--- src/rtl/byte_decrypt_engine.sv ---
// Byte decryptor: undoes cipher = rotl(plain ^ key, n) by rotating right one bit per
// cycle, then XOR-ing the key, with a valid/ready handshake on both sides.
module byte_decrypt_engine (
    input  logic        clk,
    input  logic        rst,
    input  logic        in_valid,
    output logic        in_ready,
    input  logic [7:0]  cipher_in,
    input  logic [7:0]  key,
    input  logic [2:0]  shift_amt,
    output logic        out_valid,
    input  logic        out_ready,
    output logic [7:0]  plain_out,
    output logic        busy,
    output logic [15:0] byte_count
);

    typedef enum logic [1:0] {
        IDLE = 2'd0,
        ROT  = 2'd1,
        FIN  = 2'd2,
        OUT  = 2'd3
    } state_t;

    state_t      state_q, state_d;
    logic [7:0]  data_q, data_d;
    logic [7:0]  key_q, key_d;
    logic [2:0]  cnt_q, cnt_d;
    logic [15:0] count_q, count_d;

    function automatic logic [7:0] rotr1(input logic [7:0] v);
        return {v[0], v[7:1]};
    endfunction

    always_ff @(posedge clk or posedge rst) begin
        if (rst) begin
            state_q <= IDLE;
            data_q  <= 8'h00;
            key_q   <= 8'h00;
            cnt_q   <= 3'd0;
            count_q <= 16'h0000;
        end else begin
            state_q <= state_d;
            data_q  <= data_d;
            key_q   <= key_d;
            cnt_q   <= cnt_d;
            count_q <= count_d;
        end
    end

    always_comb begin
        state_d = state_q;
        data_d  = data_q;
        key_d   = key_q;
        cnt_d   = cnt_q;
        count_d = count_q;
        case (state_q)
            IDLE: begin
                if (in_valid) begin
                    data_d  = cipher_in;
                    key_d   = key;
                    cnt_d   = shift_amt;
                    state_d = (shift_amt != 3'd0) ? ROT : FIN;
                end
            end
            ROT: begin
                data_d = rotr1(data_q);
                cnt_d  = cnt_q - 3'd1;
                if (cnt_q == 3'd1) begin
                    state_d = FIN;
                end
            end
            FIN: begin
                data_d  = data_q ^ key_q;
                state_d = OUT;
            end
            OUT: begin
                // Counter wraps naturally at 16 bits.
                if (out_ready) begin
                    state_d = IDLE;
                    count_d = count_q + 16'd1;
                end
            end
            default: state_d = IDLE;
        endcase
    end

    assign in_ready   = (state_q == IDLE);
    assign out_valid  = (state_q == OUT);
    assign busy       = (state_q != IDLE);
    assign plain_out  = out_valid ? data_q : 8'h00;
    assign byte_count = count_q;

endmodule

--- config.mk ---
export PLATFORM = sky130hd
export DESIGN_NAME = byte_decrypt_engine
export DESIGN_NICKNAME = d
export VERILOG_FILES = /design/src/rtl/byte_decrypt_engine.sv
export SDC_FILE = /design/constraint.sdc
export NUM_CORES = 1
export LEC_CHECK = 0
export CORE_MARGIN = 5
export CORE_UTILIZATION = 40
export CTS_CLUSTER_SIZE = 10
export DETAILED_ROUTE_END_ITERATION = 7
export PLACE_DENSITY = 0.71
export SYNTH_ARGS = -nofsm -noshare
export SYNTH_HDL_FRONTEND = slang
export SYNTH_SLANG_ARGS = --single-unit
--- constraint.sdc ---
create_clock -name clk -period 2.2 [get_ports clk]
set_clock_uncertainty 0.2 [all_clocks]
set_input_delay 0.44 -clock clk [delete_from_list [all_inputs] [get_ports clk]]
set_output_delay 0.44 -clock clk [all_outputs]
set_load 0.02 [all_outputs]
==> impl_metrics.tcl, run 1 <==
set metrics [dict create \
    cp_max_fo 3 \
    cpPeakStageDelay_ps 410 \
    cap_viol_max_count 0 \
    synth_cell_type_count 31 \
    synth_top_area_share_pct 48.0 \
    routabilityCongestion 0.801 \
    worst_slew_pin_slew_ps 477 \
    clk_pin_slew_ps 80 \
    critPathRequiredTime_ps 1560 \
    ys_ff_latch 37 \
    layout-drive-gt1-share_pct 16.2 \
    clockBufferDepth 2 \
    grt_pass1_wl_mm 7.13 \
    synth_compound_gate_area_share_pct 9.85 \
    synth_edf_count 0 \
    fillers 410 \
    setup_viol 0 \
    dieWidth_um 79.5 \
    drv_slew 0 \
    hold_viol 0 \
    hpwl_mm 3.19 \
    grt_usage_pct 14.4 \
    synthAdderAreaFrac_pct 5.18 \
    cts_tree "done" \
    drcViolationCount 0 \
    synthMuxAreaShare_pct 6.87 \
    initial_core_util_pct 41.1 \
    period_share_pct 96.3 \
    ios 50 \
    reg2reg_depth 6 \
    pre_cts_slack_ps 2.50 \
    ir_drop_mv 0.620 \
    finalSetupTns_ps 0 \
    avgSynthCellArea_um2 10.5 \
    antenna_found_initial 0 \
    coreArea_mm2 0.00469 \
    relSlewSlack_pct 68.2 \
    crit_path_end_kind "output port" \
    crit_family "buffers and inverters" \
    synth_top_family_by_area "simple AND/OR/NAND/NOR gates" \
    power.leakage_nw 1.24 \
    ys.flop_type "dfrtp_1" \
    grt_max_degree 38 \
    yosysMostFrequentCell "dfrtp_1" \
    syn_inst 183 \
    n_antenna_cell 0 \
    fp.dieArea_mm2 0.00632 \
    holdBufCountCts 0 \
    dr.pass1.iters 4 \
    synth_top_area_cell "dfrtp_1" \
    clk_latency_ps 290 \
    async_flop_share_pct 100 \
    area_growth_pct 40.2 \
    startpoint_type "register" \
    grt_pass1_vias 1527 \
    num-nets-final 277 \
    clock_tree.root_cell "clkbuf_8" \
    vias 1540 \
    port_buffers 49 \
    yosys_warnings 0 \
    row_count 25 \
    worst-path-stages 5 \
    crit_chain "buf_4, inv_1, ha_4, inv_1, dlygate4sd2_1" \
    cp_slowest_cell "dfrtp_1" \
    cp_common_cell "inv_1" \
    max_freq_mhz 472 \
    yosys.area_share.simple_pct 16.5 \
    vias_per_cell 5.12 \
    htree_num_levels 2 \
    rsz0062_at_grt "false" \
    cts_setup_buffers 0 \
    powerDensity_mw_per_mm2 1330 \
    period_needed_ps 2120 \
    hold_path.class "register to register" \
    final_antenna_net_count 0 \
    cts_made_buffers 5 \
    status "completed" \
    drtIter0Drc 82 \
    synthXorXnorAreaFrac_pct 10.4 \
    die_y_um 79.5 \
    routed_wl_mm 4.27 \
    netlist_area_mm2 0.00193 \
    clock_sinks 37 \
    synthTopCellsByArea "dfrtp_1, xor2_1, mux2_2, ha_1, xnor2_1" \
    path_class "register to output port" \
    whs_path_depth 1 \
    path_buf_inv 4 \
    fin_ws_ps 80.9 \
    arrival_ps 1480 \
    cts_resized 13 \
    syn-num-nets 214 \
    drt-wirelength-per-cell_um 14.2 \
    synth_common_cells "dfrtp_1, nand2_1, xor2_1" \
    ys_seq_area_share_pct 48.0 \
    overflow 0 \
]
## worst register-to-register path, stage by stage (launching register included)
cell	delay, ps
dfrtp_1	410
buf_4	150
inv_1	130
ha_1	200
or4b_2	610
o21ai_0	110
mux2i_1	100
## layout make-up
cell class / instances / area [um^2] / share of cell area (%)
Timing Repair Buffer: 62 / 573 / 21.2
Clock inverter: 3 / 65.1 / 2.40
Multi-Input combinational cell: 130 / 968 / 35.8
Inverter: 10 / 37.5 / 1.39
Sequential cell: 37 / 926 / 34.2
Clock buffer: 5 / 68.8 / 2.54
Tap cell: 54 / 67.6 / 2.50
## worst paths after layout
kind | start | to | slack [ps]
hold reg to reg | byte_count[15]$_DFFE_PP0P_ | byte_count[15]$_DFFE_PP0P_ | 270
setup / recovery | state_q[1]$_DFFE_PP0P_ | busy | 80
max in group asynchronous | rst | data_q[1]$_DFFE_PP0P_ | 1100
setup reg to reg | state_q[1]$_DFFE_PP0P_ | state_q[0]$_DFFE_PP0P_ | 170
hold / removal | byte_count[15]$_DFFE_PP0P_ | byte_count[15]$_DFFE_PP0P_ | 270
min in group asynchronous | rst | byte_count[9]$_DFFE_PP0P_ | 370
## layer usage
| layer | GRT usage (%) | up-vias | routed length [um] |
|---|---|---|---|
| met4 | 3.09 | 0 | 36 |
| met1 | 18.3 | 736 | 1940 |
| li1 | - | 754 | - |
| met2 | 24.0 | 45 | 2030 |
| met5 | 0 | - | 0 |
| met3 | 4.51 | 5 | 265 |
## cells in the final DEF, fill, tap and decap left out, types with 2 or more instances in the layout
cell / n
clkdlybuf4s50_1: 38
dfrtp_1: 37
nand2_1: 17
xor2_1: 14
buf_4: 14
nor2_1: 13
mux2_2: 10
dlygate4sd2_1: 10
xnor2_1: 9
o31ai_1: 9
inv_1: 8
a221oi_1: 8
and2_1: 8
nand3_1: 7
ha_1: 6
o21ai_0: 5
clkbuf_8: 5
nor3_1: 3
or3_1: 2
nor3_2: 2
nand2b_1: 2
mux2i_1: 2
and3_1: 2
a21oi_1: 2
ha_4: 2
bufinv_16: 2
## sequential cells by signal, indices dropped and copies added, names as in the netlist
name and cells:
data_q 8, key_q 8, byte_count 16, state_q 2, cnt_q 3
## through the flow
stage               std cells  total power (W)  area, um^2  utilization (%)  hold slack, ps
global route              301          0.00387        2710             57.7             315
global placement          293          0.00287        2560             54.6             259
finish                    301          0.00359        2710             57.7             268
detailed placement        293          0.00293        2560             54.6             271
floorplan                 183          0.00227        1930                -             298
CTS                       301          0.00361        2690             57.4             282
## power breakdown
group	internal, W	switching [W]
clock network	0.000450	0.000245
logic	0.000848	0.000886
registers	0.000934	0.000227
## cell families (layout without fill, tap and decap cells)
family	Yosys count	in the layout
and+or+nand+nor	61	61
buffers and inverters	16	80
adders and majority gates	8	8
AOI/OAI and AO/OA	26	26
DFF	37	37
xor gates and xnor gates	23	23
muxes	12	12
(Power assumes the default switching activity.)
==> run 2: changes to the inputs <==
PLACE_DENSITY = default   (was 0.71)
PLACE_DENSITY_LB_ADDON = 0.1   (was default)
==> run 2 against run 1 <==
Routed wire length increased by 3.2%. Worst hold slack improved by 21 ps. Power is 7.0% lower. Cell count fell by 0.66%. Via count stayed put. Fmax rose by 0.97%. Clock-buffer cell count grew 1. Die area stayed put. Sequential share of layout area grew 0.78 points. Non-clock buffer count shrank 2. First-iteration DRC count decreased by 20%. Critical path type unchanged.
==> impl_metrics.tcl, run 2 (synthesis results as in run 1) <==
set metrics [dict create \
    status "completed" \
    startpoint_type "register" \
    largest_register_ffs 16 \
    rr_startpoint "state_q[0]$_DFFE_PP0P_" \
    period_share_pct 95.4 \
    grt_pass1_vias 1584 \
    grt_pass1_wl_mm 7.35 \
    use_met1_pct 19.7 \
    n_antenna_cell 0 \
    antenna_found_initial 0 \
    fillers 418 \
    critPathRequiredTime_ps 1560 \
    cts_made_buffers 5 \
    vias_per_cell 5.15 \
    hold_viol 0 \
    clock_tree.root_cell "clkbuf_8" \
    grt_usage_pct 15.0 \
    cts_setup_buffers 0 \
    layout-drive-gt1-share_pct 15.1 \
    drtIter0Drc 66 \
    hpwl_mm 3.28 \
    power.leakage_nw 1.21 \
    final_cell_mix "clkdlybuf4s50_1, dfrtp_1, nand2_1" \
    crit_chain "buf_4, inv_2, ha_4, inv_1, dlygate4sd2_1" \
    fin_ws_ps 101 \
    cap_viol_max_count 0 \
    path_class "register to output port" \
    arrival_ps 1460 \
    reg2reg_depth 6 \
    powerDensity_mw_per_mm2 1260 \
    fp.dieArea_mm2 0.00632 \
    area_growth_pct 37.1 \
    postLayoutCellArea_mm2 0.00265 \
    max_freq_mhz 476 \
    routabilityCongestion 0.791 \
    endpoint "busy" \
    coreArea_mm2 0.00469 \
    rsz0062_at_grt "false" \
    row_count 25 \
    r2r-end "state_q[0]$_DFFE_PP0P_" \
    worst_slew_pin_slew_ps 464 \
    crit_family "buffers and inverters" \
    dieWidth_um 79.5 \
    path_buf_inv 4 \
    drv_slew 0 \
    dr.pass1.iters 4 \
    crit_path_end_kind "output port" \
    clk_pin_slew_ps 70 \
    die_y_um 79.5 \
    use_met2_pct 23.0 \
    cpPeakStageDelay_ps 410 \
    cts_tree "done" \
    drcViolationCount 0 \
    setup_viol 0 \
    cp_max_fo 5 \
    finalSetupTns_ps 0 \
    num-nets-final 275 \
    relSlewSlack_pct 69.1 \
    dp.cells 291 \
    htree_num_levels 2 \
    hold_path.class "register to register" \
    placed_cell_area_mm2 0.00255 \
    worst-path-stages 5 \
    pre_cts_slack_ps 1.95 \
    clock_sinks 37 \
    grt_max_degree 38 \
    final_cell_count_no_fill 299 \
    final_antenna_net_count 0 \
    holdWs_ps 289 \
    met3_usage_pct 3.72 \
    cp_slowest_cell "dfrtp_1" \
    drt-wirelength-per-cell_um 14.7 \
    clk_latency_ps 290 \
    initial_core_util_pct 41.1 \
    crit_start "state_q[1]$_DFFE_PP0P_" \
    final_common_cell "clkdlybuf4s50_1" \
    top_usage_layer "met2" \
    ir_drop_mv 0.625 \
    ios 50 \
    period_needed_ps 2100 \
    routed_wl_mm 4.41 \
    r2r_slack_ps 160 \
    vias 1540 \
    clockBufferDepth 2 \
    port_buffers 49 \
    overflow 0 \
]
run 2: cell types whose count changed in the layout (fill, tap and decap cells not counted):
| cell | delta |
|---|---|
| buf_4 | -3 |
| bufinv_16 | -2 |
| clkbuf_1 | +1 |
| clkinv_2 | +1 |
| dlygate4sd2_1 | +1 |
| nor3_1 | -1 |
| nor3_2 | +1 |
run 2: worst min-delay path by stage:
stage,slack [ps],cells past startpoint,endpoint,startpoint
after floorplan,300,2,cnt_q[1]$_DFFE_PP0P_,cnt_q[1]$_DFFE_PP0P_
after global placement,260,1,byte_count[15]$_DFFE_PP0P_,byte_count[15]$_DFFE_PP0P_
after detailed placement,280,1,byte_count[15]$_DFFE_PP0P_,byte_count[15]$_DFFE_PP0P_
after CTS,290,1,byte_count[15]$_DFFE_PP0P_,byte_count[15]$_DFFE_PP0P_
after global routing,300,1,byte_count[10]$_DFFE_PP0P_,byte_count[10]$_DFFE_PP0P_
final,290,1,byte_count[15]$_DFFE_PP0P_,byte_count[15]$_DFFE_PP0P_
run 2: cell type report:
| cell class | count | area [um^2] | area share [%] |
|---|---|---|---|
| sequential | 37 | 926 | 35.0 |
| multi-input combinational | 130 | 973 | 36.8 |
| timing repair buffer | 60 | 559 | 21.1 |
| tap | 54 | 67.6 | 2.55 |
| clock inverter | 2 | 10.0 | 0.378 |
| inverter | 10 | 37.5 | 1.42 |
| clock buffer | 6 | 72.6 | 2.74 |
run 2: power by group:
group / leakage [nW] / internal [W] / switching (W) / total, W
Clock: 0.0450 / 0.000219 / 0.000239 / 0.000459
Combinational: 0.707 / 0.000821 / 0.000897 / 0.00172
Sequential: 0.457 / 0.000935 / 0.000227 / 0.00116
Total: 1.21 / 0.00198 / 0.00136 / 0.00334
run 2: worst reg2reg max path, cell delays in order, from the launching register on:
cell	delay [ps]
dfrtp_1	430
inv_1	150
buf_4	150
ha_1	170
or4b_2	600
o21ai_0	110
mux2i_1	110
run 2: per-stage QoR:
stage                     power (W)  util (%)
after global placement      0.00284      54.3
after detailed placement    0.00291      54.3
after CTS                   0.00334      55.9
after floorplan             0.00227         -
final                       0.00334      56.4
after global routing        0.00362      56.4
run 2: per-layer routing:
| layer | vias up | part of all wire, % | wire length, um |
|---|---|---|---|
| met2 | 37 | 47 | 2070 |
| met1 | 739 | 46 | 2030 |
| li1 | 757 | - | - |
| met5 | - | 0 | 0 |
| met4 | 0 | 2.0 | 86 |
| met3 | 7 | 5.3 | 232 |
run 2: timing repair:
action                     4_1_cts  5_1_grt
hold buffers                     0        0
setup endpoints to repair       11        4
pin swaps                        0        0
resized for setup               13        4
